`config.mk`:
```
export PLATFORM = sky130hd
export DESIGN_NAME = nfc_ecc_fix
export DESIGN_NICKNAME = d
export VERILOG_FILES = /design/src/rtl/nfc_ecc_fix.sv
export SDC_FILE = /design/constraint.sdc
export NUM_CORES = 1
export LEC_CHECK = 0
export BUFFER_PORTS_ARGS = -buffer_cell sky130_fd_sc_hd__buf_2
export CORE_ASPECT_RATIO = 1.25
export CORE_MARGIN = 4
export CORE_UTILIZATION = 50
export DETAILED_ROUTE_END_ITERATION = 12
export PLACE_DENSITY = 0.82
export REMOVE_ABC_BUFFERS = 1
export SLEW_MARGIN = 20
export SYNTH_ARGS = -nofsm -noshare
export SYNTH_HDL_FRONTEND = slang
export SYNTH_SLANG_ARGS = --single-unit
```
`constraint.sdc`:
```
create_clock -name clk -period 1.58 [get_ports clk]
set_input_delay 0.079 -clock clk [delete_from_list [all_inputs] [get_ports clk]]
set_output_delay 0.079 -clock clk [all_outputs]
set_load 0.02 [all_outputs]
```
`src/rtl/nfc_ecc_fix.sv`:
```
// nfc_ecc_fix: applies ECC decoder error locations to the page buffer by read-modify-write.
module nfc_ecc_fix #(
    parameter int ECC_AWID   = 12,
    parameter int DAT_WID    = 16,
    parameter int BUF_AWID   = 8,
    parameter int DATA_BYTES = 512,
    parameter int MAX_ERR    = 8
) (
    input  logic                clk,
    input  logic                rst,
    input  logic                ecc_dec_rdy,
    input  logic [3:0]          ecc_err_cnt,
    input  logic                ecc_uncor,
    output logic                mem_if_rd,
    input  logic [ECC_AWID-1:0] mem_dec_addr,
    output logic                buf_rd,
    output logic                buf_wr,
    output logic [BUF_AWID-1:0] buf_addr,
    input  logic [DAT_WID-1:0]  buf_rdat,
    output logic [DAT_WID-1:0]  buf_wdat,
    output logic                fix_busy,
    output logic                fix_done,
    output logic                fix_fail,
    output logic [3:0]          fix_cnt
);
    typedef enum logic [2:0] {IDLE, CHK, LOAD, RD, WAIT1, WAIT2, WR, DONE} state_t;
    state_t state, state_nxt;
    logic [ECC_AWID-1:0] addr_q;
    logic [3:0]          ent_cnt;
    logic [DAT_WID-1:0]  rdat_q;
    logic                uncor_q;
    logic                chk_fail;
    logic                skip;
    logic                last;
    logic                in_rmw;
    assign chk_fail = uncor_q || (32'(ecc_err_cnt) > MAX_ERR);
    // Entries beyond the data region land in parity/spare and are not corrected.
    assign skip     = 32'(mem_dec_addr[ECC_AWID-1:3]) >= DATA_BYTES;
    assign last     = (ent_cnt + 4'd1) == ecc_err_cnt;
    assign in_rmw   = (state == RD) || (state == WAIT1) || (state == WAIT2) || (state == WR);
    always_comb begin
        state_nxt = state;
        case (state)
            IDLE:    state_nxt = ecc_dec_rdy ? CHK : IDLE;
            CHK:     state_nxt = (chk_fail || ecc_err_cnt == 4'd0) ? DONE : LOAD;
            LOAD:    state_nxt = skip ? (last ? DONE : LOAD) : RD;
            RD:      state_nxt = WAIT1;
            WAIT1:   state_nxt = WAIT2;
            WAIT2:   state_nxt = WR;
            WR:      state_nxt = (ent_cnt == ecc_err_cnt) ? DONE : LOAD;
            DONE:    state_nxt = IDLE;
            default: state_nxt = IDLE;
        endcase
    end
    assign mem_if_rd = state == LOAD;
    assign buf_rd    = state == RD;
    assign buf_wr    = state == WR;
    assign buf_addr  = in_rmw ? addr_q[ECC_AWID-1:4] : '0;
    assign buf_wdat  = (state == WR) ? rdat_q ^ ({{(DAT_WID-1){1'b0}}, 1'b1} << addr_q[3:0]) : '0;
    assign fix_busy  = state != IDLE;
    assign fix_done  = state == DONE;
    always_ff @(posedge clk) begin
        if (rst) begin
            state    <= IDLE;
            addr_q   <= '0;
            ent_cnt  <= '0;
            rdat_q   <= '0;
            uncor_q  <= 1'b0;
            fix_fail <= 1'b0;
            fix_cnt  <= '0;
        end else begin
            state <= state_nxt;
            if (state == IDLE && ecc_dec_rdy) begin
                ent_cnt  <= '0;
                uncor_q  <= ecc_uncor;
                fix_fail <= 1'b0;
                fix_cnt  <= '0;
            end
            if (state == CHK && chk_fail)
                fix_fail <= 1'b1;
            if (state == LOAD) begin
                addr_q  <= mem_dec_addr;
                ent_cnt <= ent_cnt + 4'd1;
            end
            // Registered RAM data is valid in WAIT2, two cycles after the read strobe.
            if (state == WAIT2)
                rdat_q <= buf_rdat;
            if (state == WR)
                fix_cnt <= (fix_cnt == 4'hF) ? 4'hF : fix_cnt + 4'd1;
        end
    end
endmodule
```
# Word level (Yosys, flattened, before mapping)
# Cells that the tools add are included.
[totals] register_bits=41 inputBits=36 output_inout_bits=34 word_cells=46
[classes] addsub=2 order_cmp=1 eq_ne=9 shift=1 muxes=12 n_bitwise=1 n_reduce_logical=13
[ops] operator="one-hot mux 3 bit (8 select lines)" count=1
[ops] operator="2-to-1 mux 16 bit" count=1
[ops] operator="2-to-1 mux 4 bit" count=4
[ops] operator="left shift 1 x 4 -> 16 bit, first input constant" count=1
[ops] operator="bitwise XOR 16 bit" count=1
[ops] operator="== test 3 bit, second input constant" count=4
[ops] operator="adder 4 x 1 -> 4 bit, second input constant" count=2
[ops] operator="2-to-1 mux 8 bit" count=1
[ops] operator="== test 3 x 2 -> 1 bit, second input constant" count=2
[ops] operator="2-to-1 mux 3 bit" count=2
[ops] operator="nonzero test 2 bit" count=3
[ops] operator="logical OR 1 bit" count=5
[ops] operator="== test 4 bit" count=1
[ops] operator="== test 4 bit, second input constant" count=1
[ops] operator="greater-than comparator 4 bit, second input constant" count=1
[ops] operator="zero test 4 bit" count=1
[ops] operator="== test 3 x 1 -> 1 bit, second input constant" count=1
[ops] operator="zero test 3 bit" count=1
[ops] operator="2-to-1 mux 1 bit" count=3
[ops] operator="nonzero test 3 bit" count=1
[ops] operator="logical AND 1 bit" count=2

# Longest topological paths before layout
# Gate-level depths: netlist of the first run.
[depth] depth_word=5 depth_mapped=7 depth_no_buf=5

# Worst setup path after synthesis of the first run
# Ideal clock, no wire load.
[synth_path] path_type="register -> output" from="register addr_q[3]" to="output buf_wdat[6]" arrival_ps=1403 required_time_ps=1501 path_slack_ps=98 path_stages_with_launch=5 n_path_buf=1 cell_sequence="dfxtp_1 -> clkbuf_1 -> nand2b_1 -> or3_1 -> a21oi_1"
[synth_between] elab_chain_cells=3
[synth_lines] item="from (decl)" line="28" rtl="logic [ECC_AWID-1:0] addr_q;"
[synth_lines] item="from (signal assigned)" line="82" rtl="addr_q <= mem_dec_addr;"
[synth_lines] item="left shift 1 x 4 -> 16 bit" line="59" rtl="assign buf_wdat = (state == WR) ? rdat_q ^ ({{(DAT_WID-1){1'b0}}, 1'b1} << addr_q[3:0]) : '0;"
[synth_lines] item="bitwise XOR 16 bit" line="59"
[synth_lines] item="2-to-1 mux 16 bit" line="59"
[synth_lines] item="to (decl)" line="20" rtl="output logic [DAT_WID-1:0] buf_wdat,"
# Every way passes these cells.

# Worst setup path after layout of the first run
[layout_path] from="register addr_q[0]" to="output buf_wdat[6]"
# The elaborated chain is that of the path after synthesis.

==> impl_metrics.py, run 1 <==
metrics = {
    "outcome": {
        "outcome": "finished with violations",
        "failed_checks": "negative setup slack",
    },
    "sta": {
        "post-route-min-period_ns": 1.587,
        "setup_ws_ns": -0.007417,
        "slew_headroom_pct": 60.85,
        "setup_viol_count_final": 2,
        "worst_pin_slew_ns": 0.5872,
        "drv_slew": 0,
        "fmax_ghz": 0.6300,
        "setup-tns-final_ns": -0.01320,
        "whs_ns": 0.01018,
        "grt_setup_unrepaired": "yes",
        "fin_skew_ns": 0.005974,
        "hold_viol": 0,
        "fin_crit_sh_pct": 100.5,
    },
    "die": {
        "die_h_um": 80.06,
        "io_pins": 70,
        "die_x_um": 65.65,
        "core_mm2": 0.003910,
        "row_count": 25,
        "die_area_mm2": 0.005256,
        "start_util_pct": 53.12,
    },
    "power": {
        "vdd_drop_max_mv": 0.5819,
        "power_frac_seq_pct": 47.1,
        "power_leakage_nw": 1.101,
        "p_sw_uw": 826.4,
        "total_power_mw": 2.560,
        "internal_power_mw": 1.734,
        "power_per_cell_area_mw_per_mm2": 930.5,
        "switching_share_pct": 32.28,
        "clockPowerShare_pct": 26.0,
        "combinationalPowerShare_pct": 26.9,
    },
    "clock_tree": {
        "clk_latency_ns": 0.30,
        "root_buffer": "clkbuf_8",
        "cts_buffers": 5,
        "clock_path_buffers": 2,
        "cts.clk_slew.worst_paths_ns": 0.08,
        "cts.sinks": 41,
        "htree_levels": 2,
        "cts_tree": "yes",
    },
    "worst_setup_path": {
        "arrival_ns": 1.51,
        "path_delay_family": "simple AND/OR/NAND/NOR gates",
        "crit_fanout": 4,
        "required_ns": 1.50,
        "crit_path_end_kind": "primary output",
        "cp_cell_sequence": "buf_6, nand2b_4, or3_1, a21oi_1, buf_4",
        "slowest_stage": "dfxtp_4",
        "critPathMaxStageDelay_ns": 0.37,
        "startpoint_type": "flip-flop",
        "critical_path_depth": 5,
        "reg2reg_depth": 4,
        "worst-setup-path-type": "reg2out",
        "critPathBufInv": 2,
    },
    "logic_synthesis": {
        "ys.flop_type": "dfxtp_1",
        "ys_types": 34,
        "avgSynthCellArea_um2": 7.418,
        "synthesis.area_mm2": 0.002077,
        "synth_top_area_share_pct": 39.52,
        "ys_warn_count": 0,
        "synth_common_cells": "67 x nand2_1, 44 x a21oi_1, 41 x dfxtp_1",
        "ys_async_sr_fraction_pct": 0,
        "synth_area_leaders": "dfxtp_1 40%, nand2_1 12%, a21oi_1 11%",
        "synth_most_common_cell": "nand2_1",
        "synth_cells": 280,
        "synth_edf_count": 0,
        "seq_area_frac_synth_pct": 39.52,
        "yosys.area.top_type": "dfxtp_1",
        "ys_ff_latch": 41,
    },
    "route": {
        "via_per_inst": 5.105,
        "first_iter_violations": 147,
        "num_vias": 2093,
        "wire_per_inst_um": 12.70,
        "route.detailed.drc": 0,
        "drt-pass1-iter-count": 4,
        "drtAntennaViolNets": 0,
        "drt-total-wl_um": 5209,
    },
    "job": {
        "maxCapViolCount": 0,
    },
    "global_route": {
        "grt_pass1_wl_um": 8431,
        "antenna_found_initial": 0,
        "grt_max_degree": 32,
        "grt-ovfl-total": 0,
        "grt.total_usage_pct": 20.22,
        "first_global_vias": 1938,
    },
    "min_path": {
        "hp-class": "in2reg",
        "holdPathStages": 3,
    },
    "cells_and_area": {
        "finalNonFillerCells": 410,
        "finalNetCount": 393,
        "diodes": 0,
        "final_area_mm2": 0.002751,
        "drive_above_1_share_pct": 31.74,
        "utilization_pct": 70.37,
        "area_growth_pct": 32.47,
        "nFillCells": 324,
    },
    "placement": {
        "dp_cells": 394,
        "io_buffers": 69,
        "dpl_cell_area_mm2": 0.002466,
        "place_hpwl_um": 3507,
        "dp_worst_setup_slack_ns": 0.06675,
        "gp_congestion": 0.7542,
    },
}
[layer usage]
metal / global-route usage, % / part of all wire, % / vias to the layer above
met3: 4.895 / 7.0 / 5
met2: 34.70 / 49 / 76
met5: 0 / 0 / -
met4: 6.846 / 1.1 / 0
met1: 24.31 / 43 / 938
li1: - / - / 1074
[registers in the layout, indices dropped and copies added (netlist names)]
register and cells:
rdat_q 16, addr_q 12, ent_cnt 4, fix_cnt 4, state 3, fix_fail 1
uncor_q 1
[cells in the final DEF (no fill, tap or decap), types with 5 or more instances in the layout]
cell type / instances
nand2_1: 67
buf_2: 63
a21oi_1: 41
dfxtp_1: 35
nor2_1: 22
buf_4: 19
xnor2_1: 12
nor3_1: 9
nor2b_1: 8
nand3_1: 7
xor2_1: 6
clkbuf_8: 5
[worst paths after layout]
kind | startpoint | endpoint | slack (ns)
min reg2reg | addr_q[7] | addr_q[7] | 0.45
max | addr_q[0] | buf_wdat[6] | -0.007
max reg2reg | state[2] | ent_cnt[3] | 0.21
min | buf_rdat[13] | rdat_q[13] | 0.01
[what timing repair did]
| action | CTS | global route |
|---|---|---|
| pin swaps | 3 | 4 |
| gates resized for setup | 21 | 17 |
| endpoints found under the setup margin | 25 | 29 |
| buffers inserted | 6 | 1 |
| hold buffers | 1 | 0 |
| hold endpoints to repair | 1 | 0 |
[power by group through the flow]
| stage | registers, mW | logic, mW | clock network, mW |
|---|---|---|---|
| 2_1_floorplan | 1.22 | 0.352 | 0 |
| 3_3_place_gp | 1.21 | 0.585 | 0 |
| 3_5_place_dp | 1.21 | 0.598 | 0 |
| 4_1_cts | 1.19 | 0.655 | 0.683 |
| 5_1_grt | 1.22 | 0.767 | 0.732 |
| 6_report | 1.21 | 0.690 | 0.665 |
[final cells by class]
class / instances / area [um^2] / area share [%]
Tap cell: 54 / 67.56 / 2.456
Timing Repair Buffer: 87 / 513.0 / 18.64
Multi-Input combinational cell: 215 / 1229 / 44.66
Clock buffer: 8 / 80.08 / 2.910
Sequential cell: 41 / 838.3 / 30.47
Inverter: 5 / 23.77 / 0.8640
[worst register-to-register path: cells and delay by family, from the launching register on]
kind | cells | cell delay [ns]
AOI/OAI and AO/OA | 1 | 0.24
buffers and inverters | 1 | 0.13
DFF | 1 | 0.37
and+or+nand+nor | 2 | 0.54
[cell families (layout without fill, tap and decap cells)]
| kind of cell | count (synthesis) | count (layout) | synth area share [%] |
|---|---|---|---|
| AND/OR/NAND/NOR | 138 | 138 | 30.48 |
| AO/OA/AOI/OAI | 56 | 56 | 14.88 |
| flip-flops | 41 | 41 | 39.52 |
| buffers and inverters | 24 | 100 | 5.903 |
| XOR/XNOR | 19 | 19 | 8.012 |
| adder cells (fa/ha/maj) | 2 | 2 | 1.205 |
Power figures use the tool's default switching activity.
==> inputs of run 2 (changes only) <==
--- a/config.mk
+++ b/config.mk
@@ -7,11 +7,9 @@
 export LEC_CHECK = 0
 export BUFFER_PORTS_ARGS = -buffer_cell sky130_fd_sc_hd__buf_2
 export CORE_ASPECT_RATIO = 1.25
-export CORE_MARGIN = 4
 export CORE_UTILIZATION = 50
 export DETAILED_ROUTE_END_ITERATION = 12
 export PLACE_DENSITY = 0.82
-export REMOVE_ABC_BUFFERS = 1
 export SLEW_MARGIN = 20
 export SYNTH_ARGS = -nofsm -noshare
 export SYNTH_HDL_FRONTEND = slang
==> impl_metrics.py, run 2 (synthesis results as in run 1) <==
metrics = {
    "route": {
        "first_iter_violations": 124,
        "route.detailed.drc": 0,
        "wire_per_inst_um": 12.98,
        "num_vias": 2153,
        "via_per_inst": 5.238,
        "drt-pass1-iter-count": 6,
        "drt-total-wl_um": 5336,
        "drtAntennaViolNets": 0,
    },
    "worst_setup_path": {
        "crit_fanout": 5,
        "required_ns": 1.50,
        "crit_path_end_kind": "primary output",
        "r2r_setup_slack_ns": 0.15,
        "arrival_ns": 1.52,
        "reg2reg_depth": 4,
        "worst-setup-path-type": "reg2out",
        "startpoint_type": "flip-flop",
    },
    "power": {
        "p_sw_uw": 856.3,
        "power_frac_seq_pct": 42.9,
        "total_power_mw": 2.795,
        "clockPowerShare_pct": 31.8,
        "internal_power_mw": 1.939,
        "power_per_cell_area_mw_per_mm2": 997.8,
        "power_leakage_nw": 1.125,
        "vdd_drop_max_mv": 0.7930,
        "switching_share_pct": 30.63,
        "combinationalPowerShare_pct": 25.3,
    },
    "clock_tree": {
        "cts_buffers": 5,
        "cts.sinks": 41,
        "clk_latency_ns": 0.30,
        "cts_tree": "yes",
        "cts.clk_slew.worst_paths_ns": 0.08,
        "clock_path_buffers": 2,
        "htree_levels": 2,
        "root_buffer": "clkbuf_8",
    },
    "sta": {
        "fin_skew_ns": 0.01114,
        "slew_headroom_pct": 68.50,
        "fmax_ghz": 0.6258,
        "whs_ns": 0.004890,
        "fin_crit_sh_pct": 101.1,
        "grt_setup_unrepaired": "yes",
        "hold_viol": 0,
        "setup_viol_count_final": 2,
        "setup_ws_ns": -0.01801,
        "worst_pin_slew_ns": 0.4725,
        "post-route-min-period_ns": 1.598,
        "drv_slew": 0,
        "setup-tns-final_ns": -0.02180,
    },
    "cells_and_area": {
        "top_register": "rdat_q",
        "area_growth_pct": 34.88,
        "final_cell_mix": "65 x nand2_1, 63 x buf_2, 40 x a21oi_1, 34 x dfxtp_1",
        "final_area_mm2": 0.002801,
        "largest_register_ffs": 16,
        "drive_above_1_share_pct": 33.89,
        "finalNetCount": 394,
        "diodes": 0,
        "reg_top3": "rdat_q (16), addr_q (12)",
        "final_common_cell": "nand2_1",
    },
    "global_route": {
        "grt_max_degree": 26,
        "grt.total_usage_pct": 22.22,
        "antenna_found_initial": 0,
        "grt-ovfl-total": 0,
        "grt_pass1_wl_um": 7541,
        "first_global_vias": 1771,
    },
    "die": {
        "die_area_mm2": 0.004417,
        "die_x_um": 59.65,
        "die_h_um": 74.06,
        "row_count": 25,
        "start_util_pct": 53.55,
        "core_mm2": 0.003879,
        "io_pins": 70,
    },
    "outcome": {
        "outcome": "finished with violations",
        "failed_checks": "negative setup slack",
    },
    "placement": {
        "place_hpwl_um": 3445,
        "io_buffers": 69,
        "dpl_cell_area_mm2": 0.002489,
        "gp_congestion": 0.7876,
    },
    "min_path": {
        "holdPathStages": 3,
        "hp-class": "in2reg",
    },
    "job": {
        "maxCapViolCount": 0,
    },
    "logic_synthesis": {
        "syn-num-nets": 318,
    },
}
==> run 2: cell types whose count changed in the layout (fill, tap and decap cells not counted), sizes merged <==
cell	change
bufinv	+1
buf	+2
clkbuf	-1
dlygate4sd3	-1
==> run 2: through the flow <==
step,setup WS [ns],instances,utilization [%]
2_1_floorplan,0.09814,280,-
3_3_place_gp,0.1668,397,64.16
3_5_place_dp,0.1108,397,64.16
4_1_cts,-0.06165,406,68.39
5_1_grt,-0.08211,411,72.23
6_report,-0.01801,411,72.23
==> run 2: what timing repair did <==
action | 4_1_cts | 5_1_grt
hold buffers | 0 | 0
pin swaps | 0 | 5
gates resized for setup | 12 | 34
endpoints found under the setup margin | 25 | 35
setup buffers | 1 | 5
==> run 2: power groups by stage <==
stage          combinational [mW]  clock, mW  sequential, mW
4_1_cts                     0.629      0.887            1.19
3_3_place_gp                0.592          0            1.20
3_5_place_dp                0.606          0            1.21
5_1_grt                     0.769      0.933            1.21
2_1_floorplan               0.466          0            1.18
6_report                    0.707      0.889            1.20
==> run 2: critical path, stage by stage (launching register included) <==
cell	delay (ns)
dfxtp_4	0.38
buf_4	0.13
nand2_2	0.07
or3_4	0.36
a21oi_2	0.13
buf_4	0.15
==> run 2: layout make-up <==
class                           instances  area, um^2
Tap cell                               54       67.56
Clock inverter                          1       30.03
Sequential cell                        41       842.1
Timing Repair Buffer                   88       514.2
Clock buffer                            7       86.33
Fill cell                             327        1077
Inverter                                5       23.77
Multi-Input combinational cell        215        1237
==> run 2: final timing paths <==
kind / start / endpoint
worst max-delay path: addr_q[1] / buf_wdat[7]
worst min-delay path: buf_rdat[5] / rdat_q[5]
worst max register to register: state[2] / ent_cnt[3]
worst min register to register: addr_q[5] / addr_q[5]
==> run 2: per-layer routing <==
metal	vias to the layer above	part of all wire [%]	global-route usage, %
met5	-	0	0
met1	986	40	26.16
li1	1083	-	-
met2	74	53	38.77
met3	10	5.5	4.696
met4	0	2.1	9.044
